File: src/rtl/cnn_dec_pkg.sv
// Shared decision-stage types and FP16 ordering helpers (score/index pair, -Inf, NaN detect, sort key).
// Latency: n/a (types and pure combinational functions only).
// Backpressure: n/a.
package cnn_dec_pkg;

  localparam logic [15:0] FP16_NEG_INF = 16'hFC00;

  // Index field is sized for the largest class count any decision block uses;
  // each block slices off the low bits it needs.
  localparam int unsigned SI_IDX_W = 8;

  typedef struct packed {
    logic [15:0]         val;
    logic [SI_IDX_W-1:0] idx;
  } score_idx_t;

  function automatic logic fp16_is_nan(input logic [15:0] v);
    return (v[14:10] == 5'h1F) && (v[9:0] != 10'h000);
  endfunction

  // Monotonic unsigned key: NaN collapses to -Inf, negatives invert fully,
  // positives flip only the sign bit, so -0 sorts just below +0.
  function automatic logic [15:0] fp16_key(input logic [15:0] v);
    logic [15:0] s;
    s = fp16_is_nan(v) ? FP16_NEG_INF : v;
    return s[15] ? ~s : {~s[15], s[14:0]};
  endfunction

endpackage

File: src/rtl/topk_stream_dec_if.sv
// Score-in / top-K-out handshake bundle for topk_stream_dec (TOPK_NAN_COUNT_EN adds m_nan_cnt).
// Latency: n/a (wiring only).
// Backpressure: s_valid/s_ready on the input beat, m_valid/m_ready on the result.
interface topk_stream_dec_if #(
  parameter int DATA_WIDTH = 16,
  parameter int N_CLASSES  = 10,
  parameter int K          = 3
);
  localparam int IDX_W = $clog2(N_CLASSES);

  logic                    s_valid;
  logic                    s_ready;
  logic [DATA_WIDTH-1:0]   s_data;
  logic                    s_last;
  logic                    m_valid;
  logic                    m_ready;
  logic [K*DATA_WIDTH-1:0] m_val;   // entry 0 (best) in the low bits
  logic [K*IDX_W-1:0]      m_idx;
  logic                    m_err;
`ifdef TOPK_NAN_COUNT_EN
  localparam int NC_W = $clog2(N_CLASSES+1);
  logic [NC_W-1:0]         m_nan_cnt;
`endif

  // Producer of scores / consumer of results.
  modport master (
    output s_valid, s_data, s_last, m_ready,
    input  s_ready, m_valid, m_val, m_idx, m_err
`ifdef TOPK_NAN_COUNT_EN
    , input m_nan_cnt
`endif
  );

  // The decision block itself.
  modport slave (
    input  s_valid, s_data, s_last, m_ready,
    output s_ready, m_valid, m_val, m_idx, m_err
`ifdef TOPK_NAN_COUNT_EN
    , output m_nan_cnt
`endif
  );
endinterface

File: src/rtl/topk_stream_dec_insert.sv
// Combinational K-way compare and shift-insert of one score into a descending top-K list.
// Latency: 0 cycles (pure combinational).
// Backpressure: none; the caller decides whether the result is registered.
module topk_insert
  import cnn_dec_pkg::*;
#(
  parameter int K = 3
) (
  input  score_idx_t [K-1:0] cur_list,
  input  score_idx_t         new_ent,
  output score_idx_t [K-1:0] nxt_list
);

  // lt is monotonic down a sorted list, so the first set bit is the insert slot.
  // Strict compare keeps earlier equal scores above the new beat.
  logic [K-1:0] lt;

  for (genvar i = 0; i < K; i++) begin : g_slot
    assign lt[i] = fp16_key(cur_list[i].val) < fp16_key(new_ent.val);
    if (i == 0) begin : g_head
      assign nxt_list[i] = lt[i] ? new_ent : cur_list[i];
    end else begin : g_tail
      assign nxt_list[i] = !lt[i]    ? cur_list[i]   :
                           lt[i-1]   ? cur_list[i-1] : new_ent;
    end
  end

endmodule

File: src/rtl/topk_stream_dec.sv
// Streaming top-K decision: folds one FP16 score per beat into a sorted list, reports K best per frame.
// Latency: result valid one cycle after the last accepted beat; optional TOPK_NAN_COUNT_EN adds m_nan_cnt.
// Backpressure: s_ready drops while a result waits; result held stable until m_ready.
module topk_stream_dec
  import cnn_dec_pkg::*;
#(
  parameter int DATA_WIDTH = 16,
  parameter int N_CLASSES  = 10,
  parameter int K          = 3
) (
  input logic              clk,
  input logic              rst,
  topk_stream_dec_if.slave bus
);
  localparam int IDX_W = $clog2(N_CLASSES);
  localparam logic [IDX_W-1:0] LAST_BEAT = IDX_W'(N_CLASSES-1);
  localparam score_idx_t EMPTY_ENT = {FP16_NEG_INF, {SI_IDX_W{1'b0}}};
  localparam score_idx_t [K-1:0] LIST_INIT = {K{EMPTY_ENT}};

  typedef enum logic {ST_ACCUM = 1'b0, ST_OUT = 1'b1} state_e;

  state_e             state_q, state_d;
  logic [IDX_W-1:0]   cnt_q, cnt_d;
  score_idx_t [K-1:0] list_q, list_d, out_q, out_d, ins_list;
  logic               err_q, err_d;
  score_idx_t         new_ent;
  logic               beat_acc;
`ifdef TOPK_NAN_COUNT_EN
  localparam int NC_W = $clog2(N_CLASSES+1);
  logic [NC_W-1:0]    nan_q, nan_d, out_nan_q, out_nan_d;
`endif

  assign new_ent.val = bus.s_data;
  assign new_ent.idx = SI_IDX_W'(cnt_q);

  topk_insert #(.K(K)) u_insert (
    .cur_list (list_q),
    .new_ent  (new_ent),
    .nxt_list (ins_list)
  );

  // Next-state: accumulate beats, latch the result at frame end, reinit on handoff.
  always_comb begin
    state_d  = state_q;
    cnt_d    = cnt_q;
    list_d   = list_q;
    out_d    = out_q;
    err_d    = err_q;
    beat_acc = bus.s_valid && (state_q == ST_ACCUM);
`ifdef TOPK_NAN_COUNT_EN
    nan_d     = nan_q;
    out_nan_d = out_nan_q;
`endif
    case (state_q)
      ST_ACCUM: begin
        if (beat_acc) begin
          list_d = ins_list;
          cnt_d  = (cnt_q == LAST_BEAT) ? cnt_q : cnt_q + 1'b1;
`ifdef TOPK_NAN_COUNT_EN
          nan_d  = nan_q + NC_W'(fp16_is_nan(bus.s_data));
`endif
          // A full-length frame without s_last is closed here and flagged.
          if (bus.s_last || (cnt_q == LAST_BEAT)) begin
            out_d   = ins_list;
            err_d   = (cnt_q != LAST_BEAT) || !bus.s_last;
            state_d = ST_OUT;
`ifdef TOPK_NAN_COUNT_EN
            out_nan_d = nan_d;
`endif
          end
        end
      end
      ST_OUT: begin
        if (bus.m_ready) begin
          state_d = ST_ACCUM;
          cnt_d   = '0;
          list_d  = LIST_INIT;
`ifdef TOPK_NAN_COUNT_EN
          nan_d   = '0;
`endif
        end
      end
      default: state_d = ST_ACCUM;
    endcase
  end

  // State and result registers, synchronous reset discards any partial frame.
  always_ff @(posedge clk) begin
    if (rst) begin
      state_q <= ST_ACCUM;
      cnt_q   <= '0;
      list_q  <= LIST_INIT;
      out_q   <= LIST_INIT;
      err_q   <= 1'b0;
`ifdef TOPK_NAN_COUNT_EN
      nan_q     <= '0;
      out_nan_q <= '0;
`endif
    end else begin
      state_q <= state_d;
      cnt_q   <= cnt_d;
      list_q  <= list_d;
      out_q   <= out_d;
      err_q   <= err_d;
`ifdef TOPK_NAN_COUNT_EN
      nan_q     <= nan_d;
      out_nan_q <= out_nan_d;
`endif
    end
  end

  assign bus.s_ready = (state_q == ST_ACCUM);
  assign bus.m_valid = (state_q == ST_OUT);
  assign bus.m_err   = err_q;
`ifdef TOPK_NAN_COUNT_EN
  assign bus.m_nan_cnt = out_nan_q;
`endif

  // Flatten the latched list onto the result buses, best entry in the low bits.
  always_comb begin
    bus.m_val = '0;
    bus.m_idx = '0;
    for (int i = 0; i < K; i++) begin
      bus.m_val[i*DATA_WIDTH +: DATA_WIDTH] = out_q[i].val;
      bus.m_idx[i*IDX_W +: IDX_W]           = out_q[i].idx[IDX_W-1:0];
    end
  end

endmodule

File: src/flat_wrapper.sv
// flat-port wrapper written by rule: the top's interface ports become plain ports
module topk_stream_dec_flat import cnn_dec_pkg::*;
#(
  parameter int DATA_WIDTH = 16,
  parameter int N_CLASSES  = 10,
  parameter int K          = 3
)
  (clk, rst, bus_s_valid, bus_s_data, bus_s_last, bus_m_ready, bus_s_ready, bus_m_valid, bus_m_val, bus_m_idx, bus_m_err);
  topk_stream_dec_if #(.DATA_WIDTH(DATA_WIDTH), .N_CLASSES(N_CLASSES), .K(K)) bus_i ();
  input logic clk;
  input logic rst;
  input wire logic [$bits(bus_i.s_valid)-1:0] bus_s_valid;
  input wire logic [$bits(bus_i.s_data)-1:0] bus_s_data;
  input wire logic [$bits(bus_i.s_last)-1:0] bus_s_last;
  input wire logic [$bits(bus_i.m_ready)-1:0] bus_m_ready;
  output wire logic [$bits(bus_i.s_ready)-1:0] bus_s_ready;
  output wire logic [$bits(bus_i.m_valid)-1:0] bus_m_valid;
  output wire logic [$bits(bus_i.m_val)-1:0] bus_m_val;
  output wire logic [$bits(bus_i.m_idx)-1:0] bus_m_idx;
  output wire logic [$bits(bus_i.m_err)-1:0] bus_m_err;
  assign bus_i.s_valid = bus_s_valid;
  assign bus_i.s_data = bus_s_data;
  assign bus_i.s_last = bus_s_last;
  assign bus_i.m_ready = bus_m_ready;
  assign bus_s_ready = bus_i.s_ready;
  assign bus_m_valid = bus_i.m_valid;
  assign bus_m_val = bus_i.m_val;
  assign bus_m_idx = bus_i.m_idx;
  assign bus_m_err = bus_i.m_err;
  topk_stream_dec #(.DATA_WIDTH(DATA_WIDTH), .N_CLASSES(N_CLASSES), .K(K)) u_core (.clk(clk), .rst(rst), .bus(bus_i));
endmodule
File: config.mk
export PLATFORM = sky130hd
export DESIGN_NAME = topk_stream_dec_flat
export DESIGN_NICKNAME = d
export VERILOG_FILES = /design/src/rtl/cnn_dec_pkg.sv /design/src/rtl/topk_stream_dec_if.sv /design/src/rtl/topk_stream_dec_insert.sv /design/src/rtl/topk_stream_dec.sv /design/src/flat_wrapper.sv
export SDC_FILE = /design/constraint.sdc
export NUM_CORES = 1
export LEC_CHECK = 0
export ABC_AREA = 0
export ABC_CLOCK_PERIOD_IN_PS = 5550
export CAP_MARGIN = 20
export CORE_MARGIN = 4
export CORE_UTILIZATION = 45
export DETAILED_ROUTE_END_ITERATION = 10
export HOLD_SLACK_MARGIN = 0.02
export PLACE_DENSITY_LB_ADDON = 0.12
export SETUP_SLACK_MARGIN = 0.3
export SLEW_MARGIN = 20
export SYNTH_ARGS = -nofsm -noshare
export SYNTH_HDL_FRONTEND = slang
export SYNTH_SLANG_ARGS = --single-unit
export TNS_END_PERCENT = 30
File: constraint.sdc
create_clock -name clk -period 5.55 [get_ports clk]
set_clock_uncertainty 0.15 [all_clocks]
set_input_delay 1.3875 -clock clk [delete_from_list [all_inputs] [get_ports clk]]
set_output_delay 1.3875 -clock clk [all_outputs]
set_load 0.02 [all_outputs]
# Yosys cells after proc, flatten, opt, wreduce, memory -nomap -nowiden
# Index checks and enable logic that the tools add are counted.
classes:
  add_sub_neg: 1
  magnitude_cmp: 3
  n_eq_ne: 9
  mux: 24
  bitwise: 9
  reduce_logical: 15
ops:
  columns: ["operator", "count"]
  rows:
  - ["$mux 72", 2]
  - ["$pmux 72 s2", 1]
  - ["$mux 16", 8]
  - ["$mux 24", 5]
  - ["$not 16->16", 4]
  - ["$lt 16x16->1", 3]
  - ["$reduce_bool 10->1", 4]
  - ["$eq 5x5->1 const B", 4]
  - ["$mux 4", 3]
  - ["$pmux 4 s2", 1]
  - ["$reduce_and 3->1", 2]
  - ["$logic_and 1x1->1", 5]
  - ["$not 1->1", 5]
  - ["$add 4x1->4 const B", 1]
  - ["$eq 4x4->1 const B", 1]
  - ["$ne 2x2->1 const B", 2]
  - ["$ne 4x4->1 const B", 1]
  - ["$mux 1", 3]
  - ["$logic_or 1x1->1", 2]
  - ["$ne 2x1->1 const B", 1]
  - ["$pmux 1 s2", 1]
  - ["$reduce_and 2->1", 1]
  - ["$logic_not 1->1", 1]
word_totals:
  reg_bits: 138
  input_bits: 21
  out_inout_bits: 63
  word_cells: 76

# Logic depth before layout (Yosys ltp)
# Gate-level depths: netlist of run 1.
logic_depth:
  ltp_word: 10
  mapped_depth: 17
  depth_no_buf: 15

# Cells and area by module
# A second synthesis of run 1 with hierarchy kept.
unflattened:
  cells_unflattened: 1052
  area_unflattened_um2: 9364.0
by_module_without_submodules:
  columns: ["mod", "instances", "cells_each", "area_per_inst_um2", "seq_area_each_um2"]
  rows:
  - ["topk_stream_dec", 1, 524, 5569.1, 2762.6]
  - ["topk_insert", 1, 528, 3794.9, 0.0]

# Worst setup path before layout of run 1
# Ideal clock, no wire load.
synth_timing:
  path_kind: "input-to-reg"
  from: "input port bus_s_data[14]"
  to: "register u_core.list_q[22] (netlist name)"
  setup_ns: 0.130
  arrival_ns: 4.567
  required_time_ns: 5.270
  setup_slack_ns: 0.703
  stages: 14
  n_path_buf: 3
  cell_sequence: "clkbuf_1 nand2_1 a31oi_1 clkbuf_1 nor2_1 ha_1 a211oi_1 o21ai_1 a2111oi_1 nand2_1 a311oi_2 buf_4 mux2i_1 nand2_1"
synth_between:
  elab_chain_cells: 9
  word_cells_on_any_way: 10
  cone_classes: "1 x order compare; 1 x eq/ne; 5 x mux; 2 x bitwise; 1 x reduce/logical"
synth_lines:
  columns: ["element", "line", "rtl"]
  rows:
  - ["from (decl)", "flat_wrapper.sv:13", "input wire logic [$bits(bus_i.s_data)-1:0] bus_s_data;"]
  - ["$eq 5x5->1", "cnn_dec_pkg.sv:18", "return (v[14:10] == 5'h1F) && (v[9:0] != 10'h000);"]
  - ["$logic_and 1x1->1", "cnn_dec_pkg.sv:18", null]
  - ["$mux 16", "cnn_dec_pkg.sv:25", "s = fp16_is_nan(v) ? FP16_NEG_INF : v;"]
  - ["$not 16->16 / $not 1->1 (equally long branches)", "cnn_dec_pkg.sv:26", "return s[15] ? ~s : {~s[15], s[14:0]};"]
  - ["$mux 16", "cnn_dec_pkg.sv:26", null]
  - ["$lt 16x16->1", "topk_stream_dec_insert.sv:19", "assign lt[i] = fp16_key(cur_list[i].val) < fp16_key(new_ent.val);"]
  - ["$mux 24 *", "topk_stream_dec_insert.sv:21", "assign nxt_list[i] = lt[i] ? new_ent : cur_list[i];"]
  - ["$mux 72 *", "topk_stream_dec.sv:56", "if (beat_acc) begin"]
  - ["$pmux 72 s2 *", "topk_stream_dec.sv:54", "case (state_q)"]
  - ["to (signal assigned)", "topk_stream_dec.sv:102", "list_q <= list_d;"]
  - ["to (decl)", "topk_stream_dec.sv:24", "score_idx_t [K-1:0] list_q, list_d, out_q, out_d, ins_list;"]
# Every way passes the cells marked *; elsewhere a longest branch is shown, timed or not. The select of a mux whose other input is x is not followed.
# A chain may end at the register's enable or synchronous reset.

# Final worst setup path of run 1
layout_timing:
  from: "input port bus_s_data[13]"
  to: "register u_core.out_q (netlist bit u_core.bus.m_val[29])"
layout_between:
  elab_chain_cells: 8
  word_cells_on_any_way: 10
  cone_classes: "2 x order compare; 1 x eq/ne; 4 x mux; 2 x bitwise; 1 x reduce/logical"
layout_lines:
  columns: ["element", "line", "rtl"]
  rows:
  - ["$eq 5x5->1", "cnn_dec_pkg.sv:18", null]
  - ["$logic_and 1x1->1", "cnn_dec_pkg.sv:18", null]
  - ["$mux 16", "cnn_dec_pkg.sv:25", null]
  - ["$not 16->16 / $not 1->1 (equally long branches)", "cnn_dec_pkg.sv:26", null]
  - ["$mux 16", "cnn_dec_pkg.sv:26", null]
  - ["$lt 16x16->1", "topk_stream_dec_insert.sv:19", null]
  - ["$mux 24", "topk_stream_dec_insert.sv:24", "lt[i-1] ? cur_list[i-1] : new_ent;"]
  - ["$mux 24 *", "topk_stream_dec_insert.sv:23", "assign nxt_list[i] = !lt[i] ? cur_list[i] :"]
  - ["to (signal assigned)", "topk_stream_dec.sv:103", "out_q <= out_d;"]
  - ["to (decl)", "topk_stream_dec.sv:24", null]
# Every way passes the cells marked *; elsewhere a longest branch is shown, timed or not.

==> flow_summary.toml, run 1 <==
[outcome]
status = "complete, no violations"

[power]
seq_power_share_pct = 33.7
intPower_w = 0.00201
netSwitchingFraction_pct = 33.7
leakage_nw = 3.80
net-switching-power_w = 0.00102
ir_worst_vdd_uv = 232
clkPwrFrac_pct = 36.1
p_per_area_nw_per_um2 = 315
comb_power_share_pct = 30.2

[global_routing]
grt_pass1_wl_um = 38200
grt_antenna_before_repair = 0
grt_remaining_overflow = 0
met1_usage_pct = 33.5
busiest_layer = "met2"
groute.layer.met3.usage_pct = 3.60
grt_max_degree = 56
grt_pass1_vias = 7071
grt_usage_pct = 25.9
use_met2_pct = 43.2

[setup_path]
cp-start-kind = "input pin"
worst_path_most_repeated_cell = "buf_4"
path_class = "input pin to flip-flop"
slowest_stage = "clkdlybuf4s50_1"
path_buf_inv = 5
cp_slowest_stage_delay_ns = 0.48
path_delay_family = "simple AND/OR/NAND/NOR gates"
endpoint_kind = "flip-flop"
path_cells = "clkdlybuf4s50_1, and4_2, nand2_1, a31oi_1, buf_4, nor2_1, mux2i_1, buf_4, ha_1, a21o_1, a21oi_1, o211ai_1, or3_1, a211oi_2, nor3_4, buf_4, buf_4, nor3_4, a221oi_2"
crit_arrival_ns = 5.25
worstPathMaxFanout = 10
required_ns = 5.69

[timing]
worst_pin_slew_ns = 1.02
slew_viol_final = 0
period_share_pct = 92.1
max_freq_mhz = 196
relSlewSlack_pct = 31.6
holdWs_ns = 0.315
grt_setup_unrepaired = "yes"
worst_slack_ns = 0.440
setup_viol = 0
hold_viol = 0
period_minus_slack_ns = 5.11

[routing]
wirelength_um = 24100
ant_nets = 0
drc = 0
wl_per_cell_um = 20.3
viasPerCell = 6.00
dr.pass1.iters = 5
num_vias = 7136
drt_iter0_markers = 411

[layout]
final_common_cell = "dfxtp_1"
finalNetCount = 1023
area_growth_pct = 28.5
final_cells = 1190
most-common-layout-cells = "dfxtp_1 (126), clkdlybuf4s50_1 (82), buf_4 (69), nand2_1 (67)"
antenna_cells = 0
fin_area_um2 = 9620
drive_gt1_share_pct = 15.8

[yosys]
synth_mux_area_share_pct = 9.02
yosys_register_bits = 126
synth_top_cell_by_area = "dfxtp_1"
synth-compound-area-share_pct = 21.7
syn_nets = 907
async_flop_share_pct = 0
avgSynthCellArea_um2 = 8.87
synth_edf_count = 0
synth_warnings = 0
yosys.area_share.simple_pct = 17.2
synth_top_family_by_area = "compound AO/OA/AOI/OAI gates"
synth_xor_area_share_pct = 6.53
yosysSeqAreaShare_pct = 33.7
syn_inst = 845
synth_area_um2 = 7490
synth_top_cell_area_share_pct = 33.7
ys_top_cells_by_area = "dfxtp_1 (34%), mux2i_1 (8.4%), ha_1 (6.8%)"
ys_types = 73
synthAdderAreaFrac_pct = 6.98
ys.flop_type = "dfxtp_1"

[cts]
cts_made_buffers = 17
cts_max_level = 4
clk_latency_ns = 0.43
clockBufferDepth = 2
cts_tree = "done"
clkSlewWorstSetupHoldPaths_ns = 0.06
cts_sinks = 126
cts_root_buf = "clkbuf_16"

[hold_path]
min_path_type = "flip-flop to flip-flop"

[place]
dp_hpwl_um = 17600
placed_area_um2 = 8880
gp_congestion = 0.896
pre_cts_slack_ns = -0.204
port_buffers = 83
dpl.cell_count = 1150

[floorplan]
io_pins = 84
initial_core_util_pct = 46.5
fp-row-count = 46
coreArea_um2 = 16100
dieHeight_um = 137
dieWidth_um = 137
die_area_um2 = 18800

[run]
max_cap_viol_count = 0
[cell usage after synthesis (all sizes together) (17+ instances only)]
| library cell | number |
|---|---|
| dfxtp | 126 |
| a21oi | 54 |
| clkbuf | 39 |
| nand3 | 57 |
| nand2 | 67 |
| o31ai | 19 |
| mux2i | 63 |
| buf | 23 |
| xnor2 | 38 |
| o21ai | 44 |
| ha | 41 |
| nor2 | 54 |
| xor2 | 17 |
[metrics by stage]
stage	utilization (%)	power, W	setup TNS [ns]
final	59.7	0.00303	0
after CTS	58.8	0.00300	0
after global routing	59.7	0.00317	0
after detailed placement	55.1	0.00191	-3.14
after floorplan	-	0.00159	0
after global placement	55.1	0.00189	-0.223
[final timing paths]
check                    start              endpoint  slack, ns  cells after the start
max             bus_s_data[13]  u_core.bus.m_val[29]       0.44                     19
min          u_core.list_q[50]     u_core.list_q[50]       0.32                      1
max reg2reg  u_core.list_q[12]     u_core.list_q[23]       1.27                     16
min reg2reg  u_core.list_q[50]     u_core.list_q[50]       0.32                      1
[final cells by class]
cell class	count	area (um2)
Multi-Input combinational cell	642	4720
Fill cell	1421	6490
Clock inverter	11	108
Timing Repair Buffer	159	1480
Clock buffer	21	470
Inverter	15	56.3
Tap cell	216	270
Sequential cell	126	2520
[repair_timing]
action,CTS,global route
gates resized for setup,0,17
hold buffers,0,0
endpoints found under the setup margin,7,96
endpoints found under the hold margin,0,0
setup buffers,2,5
cloned,0,1
pin swaps,1,5
[layer usage]
layer	vias to the layer above	share of wire (%)
met1	3467	44
met2	230	48
met3	47	4.2
met5	-	0
met4	0	3.1
li1	3392	-
[worst reg2reg max path, delay by kind of cell (launching register included)]
| family | cells | cell delay, ns |
|---|---|---|
| AOI/OAI and AO/OA | 4 | 1.05 |
| adders and majority gates | 1 | 0.23 |
| DFF | 1 | 0.36 |
| muxes | 2 | 0.41 |
| and+or+nand+nor | 6 | 1.35 |
| buffers and inverters | 3 | 0.58 |
[power groups by stage]
stage	Sequential, W	Clock, W	Combinational (W)
after floorplan	0.00104	0	0.000555
after global placement	0.00104	0	0.000854
after detailed placement	0.00104	0	0.000868
after CTS	0.00102	0.00111	0.000876
after global routing	0.00103	0.00115	0.000990
final	0.00102	0.00110	0.000915
[state kept, by name (all words and copies together) (netlist names)]
| register | cells |
|---|---|
| u_core.cnt_q | 4 |
| u_core.bus.m_idx | 12 |
| u_core.bus.m_val | 48 |
| u_core.list_q | 60 |
| u_core.bus.m_err | 1 |
| u_core.bus.m_valid | 1 |
[cell families after synthesis]
group | after synthesis
mux | 67
xor+xnor | 55
compound gates | 223
fa+ha+maj | 42
simple gates | 255
buf+inv | 77
flops | 126
(Power assumes the default switching activity.)
==> run 2: changes to the inputs <==
- CORE_UTILIZATION: 45 -> 57
==> run 2 against run 1 <==
Non-clock buffer count fell by 9. Fmax fell by 0.44%. Via count rose by 3.3%. Critical endpoint is now u_core.list_q[11].
==> flow_summary.toml, run 2 (same netlist as run 1, synthesis figures left out) <==
[setup_path]
slowest_stage = "clkdlybuf4s50_1"
reg2reg_from = "u_core.list_q[13]"
path_cells = "clkdlybuf4s50_1, nor4_4, a31oi_1, buf_4, nor2_2, mux2i_1, buf_4, ha_1, nor4_2, o21ai_2, a2111oi_4, nand4b_4, buf_4, a311oi_4, buf_4, clkbuf_16, nand3b_1, a21oi_1"
cp-endpoint = "u_core.list_q[11]"
path_delay_family = "buffers and inverters"
r2r_slack_ns = 1.26
ff2ff_path_depth = 16
required_ns = 5.70
path_depth = 18
crit_arrival_ns = 5.28
endpoint_kind = "flip-flop"
reg2reg_to = "u_core.list_q[11]"
setup.worst_path.start = "bus_s_data[7]"
path_class = "input pin to flip-flop"
cp-start-kind = "input pin"
path_buf_inv = 6
worst_path_most_repeated_cell = "buf_4"
worstPathMaxFanout = 17
cp_slowest_stage_delay_ns = 0.47

[floorplan]
dieWidth_um = 123
coreArea_um2 = 12700
die_area_um2 = 15000
io_pins = 84
dieHeight_um = 123
fp-row-count = 41
initial_core_util_pct = 58.9

[routing]
dr.pass1.iters = 4
viasPerCell = 6.48
ant_nets = 0
wl_per_cell_um = 21.6
wirelength_um = 24600
num_vias = 7373
drt_iter0_markers = 688
drc = 0

[layout]
fin_area_um2 = 9610
final_common_cell = "dfxtp_1"
multi_input_area_um2 = 4790
finalNetCount = 1014
most-common-layout-cells = "dfxtp_1 (126), clkdlybuf4s50_1 (82), nand2_1 (65), mux2i_1 (58), buf_4 (58)"
final_cells = 1137
antenna_cells = 0
fillers = 948
drive_gt1_share_pct = 16.1
area_growth_pct = 28.3
largest_reg_flops = 60
regArea_um2 = 2520
top_register = "u_core.list_q"

[run]
max_cap_viol_count = 0

[cts]
cts_sinks = 126
cts_tree = "done"
clockBufferDepth = 2
clkSlewWorstSetupHoldPaths_ns = 0.06
clk_latency_ns = 0.43
cts_root_buf = "clkbuf_16"
cts_made_buffers = 17
cts-hold-fix-buffers = 0
cts_max_level = 4

[place]
port_buffers = 83
dpl.cell_count = 1098
dp_hpwl_um = 17100
gp_congestion = 0.958
placed_area_um2 = 8770
pre_cts_slack_ns = -0.201

[power]
leakage_nw = 3.82
intPower_w = 0.00204
netSwitchingFraction_pct = 34.0
comb_power_share_pct = 30.1
seq_power_share_pct = 33.2
net-switching-power_w = 0.00105
ir_worst_vdd_uv = 271
p_per_area_nw_per_um2 = 321
clkPwrFrac_pct = 36.8

[global_routing]
grt_pass1_vias = 6943
grt_usage_pct = 32.4
groute.layer.met3.usage_pct = 7.24
met1_usage_pct = 40.6
grt_max_degree = 60
use_met2_pct = 54.4
busiest_layer = "met2"
grt_pass1_wl_um = 37800
grt_remaining_overflow = 0
grt_antenna_before_repair = 0

[timing]
worst_pin_slew_ns = 0.998
grt_setup_unrepaired = "yes"
finalSetupTns_ns = 0
holdWs_ns = 0.319
worst_slack_ns = 0.417
slew_viol_final = 0
period_minus_slack_ns = 5.13
relSlewSlack_pct = 33.2
period_share_pct = 92.5
max_freq_mhz = 195
setup_viol = 0
hold_viol = 0

[hold_path]
min_path_type = "flip-flop to flip-flop"

[outcome]
status = "complete, no violations"
run 2: how the worst min path moves through the flow:
stage / from / to / slack (ns) / cells after the start
floorplan: u_core.list_q[48] / u_core.list_q[48] / 0.28 / 1
global placement: u_core.list_q[48] / u_core.list_q[48] / 0.29 / 1
detailed placement: u_core.list_q[50] / u_core.list_q[50] / 0.30 / 1
CTS: u_core.list_q[49] / u_core.list_q[49] / 0.32 / 1
global route: u_core.list_q[48] / u_core.list_q[48] / 0.34 / 1
finish: u_core.list_q[49] / u_core.list_q[49] / 0.32 / 1
run 2: metal layers:
metal	up-vias	share of wire (%)
li1	3369	-
met1	3583	41
met2	341	49
met3	80	6.6
met4	0	3.4
met5	-	0
run 2: worst register-to-register path: stages (launching register included):
cell and delay (ns):
dfxtp_1 0.41, nor4_1 0.29, nand3_1 0.19, and4_1 0.35, nor2_1 0.27, xnor2_1 0.11
ha_1 0.24, nor4_2 0.34, o21ai_2 0.14, a2111oi_4 0.42, nand4b_4 0.16, buf_4 0.19
a311oi_4 0.34, buf_4 0.20, clkbuf_16 0.17, nand3b_1 0.13, a21oi_1 0.09
run 2: power by group through the flow:
stage / logic (W) / registers, W / clock network (W)
2_1_floorplan: 0.000555 / 0.00104 / 0
3_3_place_gp: 0.000821 / 0.00104 / 0
3_5_place_dp: 0.000837 / 0.00104 / 0
4_1_cts: 0.000848 / 0.00102 / 0.00113
5_1_grt: 0.000995 / 0.00103 / 0.00118
6_report: 0.000929 / 0.00102 / 0.00114
run 2: repair_timing:
| action | CTS | global route |
|---|---|---|
| gates cloned | 0 | 2 |
| setup endpoints to repair | 12 | 114 |
| buffers inserted | 0 | 5 |
| pin swaps | 0 | 10 |
| gates resized for setup | 1 | 32 |
run 2: cell type report:
type                            count  area share [%]
Clock buffer                       20            4.75
Sequential cell                   126            26.2
Multi-Input combinational cell    642            49.9
Inverter                           15           0.586
Tap cell                          172            2.24
Clock inverter                     12            1.39
Timing Repair Buffer              150            14.9
run 2: per-stage QoR:
stage | util [%] | power [W]
5_1_grt | 75.5 | 0.00321
4_1_cts | 73.6 | 0.00300
3_3_place_gp | 68.9 | 0.00186
6_report | 75.5 | 0.00309
2_1_floorplan | - | 0.00159
3_5_place_dp | 68.9 | 0.00188
==> run 3: changes to the inputs <==
- SKIP_CTS_REPAIR_TIMING: default -> 1
- SLEW_MARGIN: 20 -> default
==> run 3 against run 2 <==
Die area stayed put. Core utilization hardly changed. Flip-flop and latch count stayed put. Clock-buffer cell count stayed put.
==> flow_summary.toml, run 3 (same netlist as run 1, synthesis figures left out) <==
[routing]
viasPerCell = 6.51
ant_nets = 0
drc = 0
drt_iter0_markers = 710
num_vias = 7398
wirelength_um = 24700
dr.pass1.iters = 5
wl_per_cell_um = 21.7

[setup_path]
path_class = "input pin to flip-flop"
crit_arrival_ns = 5.31
ff2ff_path_depth = 16
required_ns = 5.70
worstPathMaxFanout = 17
endpoint_kind = "flip-flop"
cp-start-kind = "input pin"

[power]
leakage_nw = 3.81
ir_worst_vdd_uv = 270
p_total_w = 0.00308
p_per_area_nw_per_um2 = 321

[place]
dp_hpwl_um = 17100
pre_cts_slack_ns = -0.201
port_buffers = 83
gp_congestion = 0.958

[cts]
clk_latency_ns = 0.43
cts_root_buf = "clkbuf_16"
clockBufferDepth = 2
cts_made_buffers = 17
clkSlewWorstSetupHoldPaths_ns = 0.06
cts_sinks = 126
cts_tree = "done"
cts_max_level = 4

[layout]
most-common-layout-cells = "dfxtp_1 (126), clkdlybuf4s50_1 (82), nand2_1 (65), mux2i_1 (58), nand3_1 (57)"
top_register = "u_core.list_q"
postLayoutCoreUtil_pct = 75.5
final_common_cell = "dfxtp_1"
largest_reg_flops = 60
area_growth_pct = 28.2
antenna_cells = 0
fillers = 949
drive_gt1_share_pct = 16.0
finalNetCount = 1014

[timing]
setup_viol = 0
period_minus_slack_ns = 5.16
grt_setup_unrepaired = "yes"
hold_viol = 0
relSlewSlack_pct = 33.0
worst_pin_slew_ns = 1.00
finalSetupTns_ns = 0
worst_slack_ns = 0.394
max_freq_mhz = 194
period_share_pct = 92.9
slew_viol_final = 0

[run]
max_cap_viol_count = 0

[floorplan]
dieWidth_um = 123
initial_core_util_pct = 58.9
io_pins = 84
fp-row-count = 41
dieHeight_um = 123
die_area_um2 = 15000
coreArea_um2 = 12700

[global_routing]
grt_pass1_wl_um = 37800
grt_usage_pct = 32.4
grt_pass1_vias = 6942
grt_max_degree = 60
grt_remaining_overflow = 0
grt_antenna_before_repair = 0

[outcome]
status = "complete, no violations"

[hold_path]
min_path_type = "flip-flop to flip-flop"
min_delay_path_depth = 1
run 3: cell types whose count changed in the layout (fill, tap and decap cells not counted):
cell / change
buf_4: -2
a21oi_1: +1
a21oi_2: -1
buf_12: +1
buf_6: +1
mux2i_2: +1
mux2i_4: -1
nand4b_2: +1
nand4b_4: -1
o21ai_0: +1
o21ai_1: -1
run 3: layout make-up:
| type | count | area [um2] | share of cell area [%] |
|---|---|---|---|
| Inverter | 15 | 56.3 | 0.586 |
| Multi-Input combinational cell | 642 | 4770 | 49.7 |
| Clock inverter | 12 | 134 | 1.39 |
| Timing Repair Buffer | 150 | 1450 | 15.1 |
| Clock buffer | 20 | 457 | 4.75 |
| Tap cell | 172 | 215 | 2.24 |
| Sequential cell | 126 | 2520 | 26.3 |
run 3: per-layer routing:
layer  GRT usage [%]  wire length, um
met5               0                0
met4            12.1              808
met3            7.24             1690
met2            54.5            12000
met1            40.7            10100
run 3: path summary, 6_finish.rpt:
check | from | end | slack [ns]
min | u_core.list_q[49] | u_core.list_q[49] | 0.32
max | bus_s_data[7] | u_core.list_q[11] | 0.39
min reg2reg | u_core.list_q[49] | u_core.list_q[49] | 0.32
max reg2reg | u_core.list_q[13] | u_core.list_q[11] | 1.25
run 3: power breakdown:
group / total [W] / internal, W / switching [W]
sequential: 0.00102 / 0.000956 / 0.0000686
clock: 0.00114 / 0.000688 / 0.000447
combinational: 0.000920 / 0.000392 / 0.000528
total: 0.00308 / 0.00204 / 0.00104
run 3: metrics by stage:
step / hold slack [ns] / instance area, um2 / cells
5_1_grt: 0.339 / 9610 / 1137
3_3_place_gp: 0.294 / 8770 / 1098
2_1_floorplan: 0.282 / 7490 / 845
3_5_place_dp: 0.304 / 8770 / 1098
4_1_cts: 0.318 / 9360 / 1130
6_report: 0.320 / 9610 / 1137
run 3: worst max-delay path, stage by stage:
cell and delay (ns):
clkdlybuf4s50_1 0.46, nor4_4 0.37, a31oi_1 0.13, buf_4 0.19, buf_12 0.13, nor2_1 0.23
ha_1 0.30, a211oi_1 0.27, o21ai_2 0.14, a2111oi_4 0.37, nand4b_2 0.20, buf_4 0.20
a311oi_4 0.34, buf_4 0.20, clkbuf_16 0.17, nand3b_1 0.12, a21oi_1 0.09
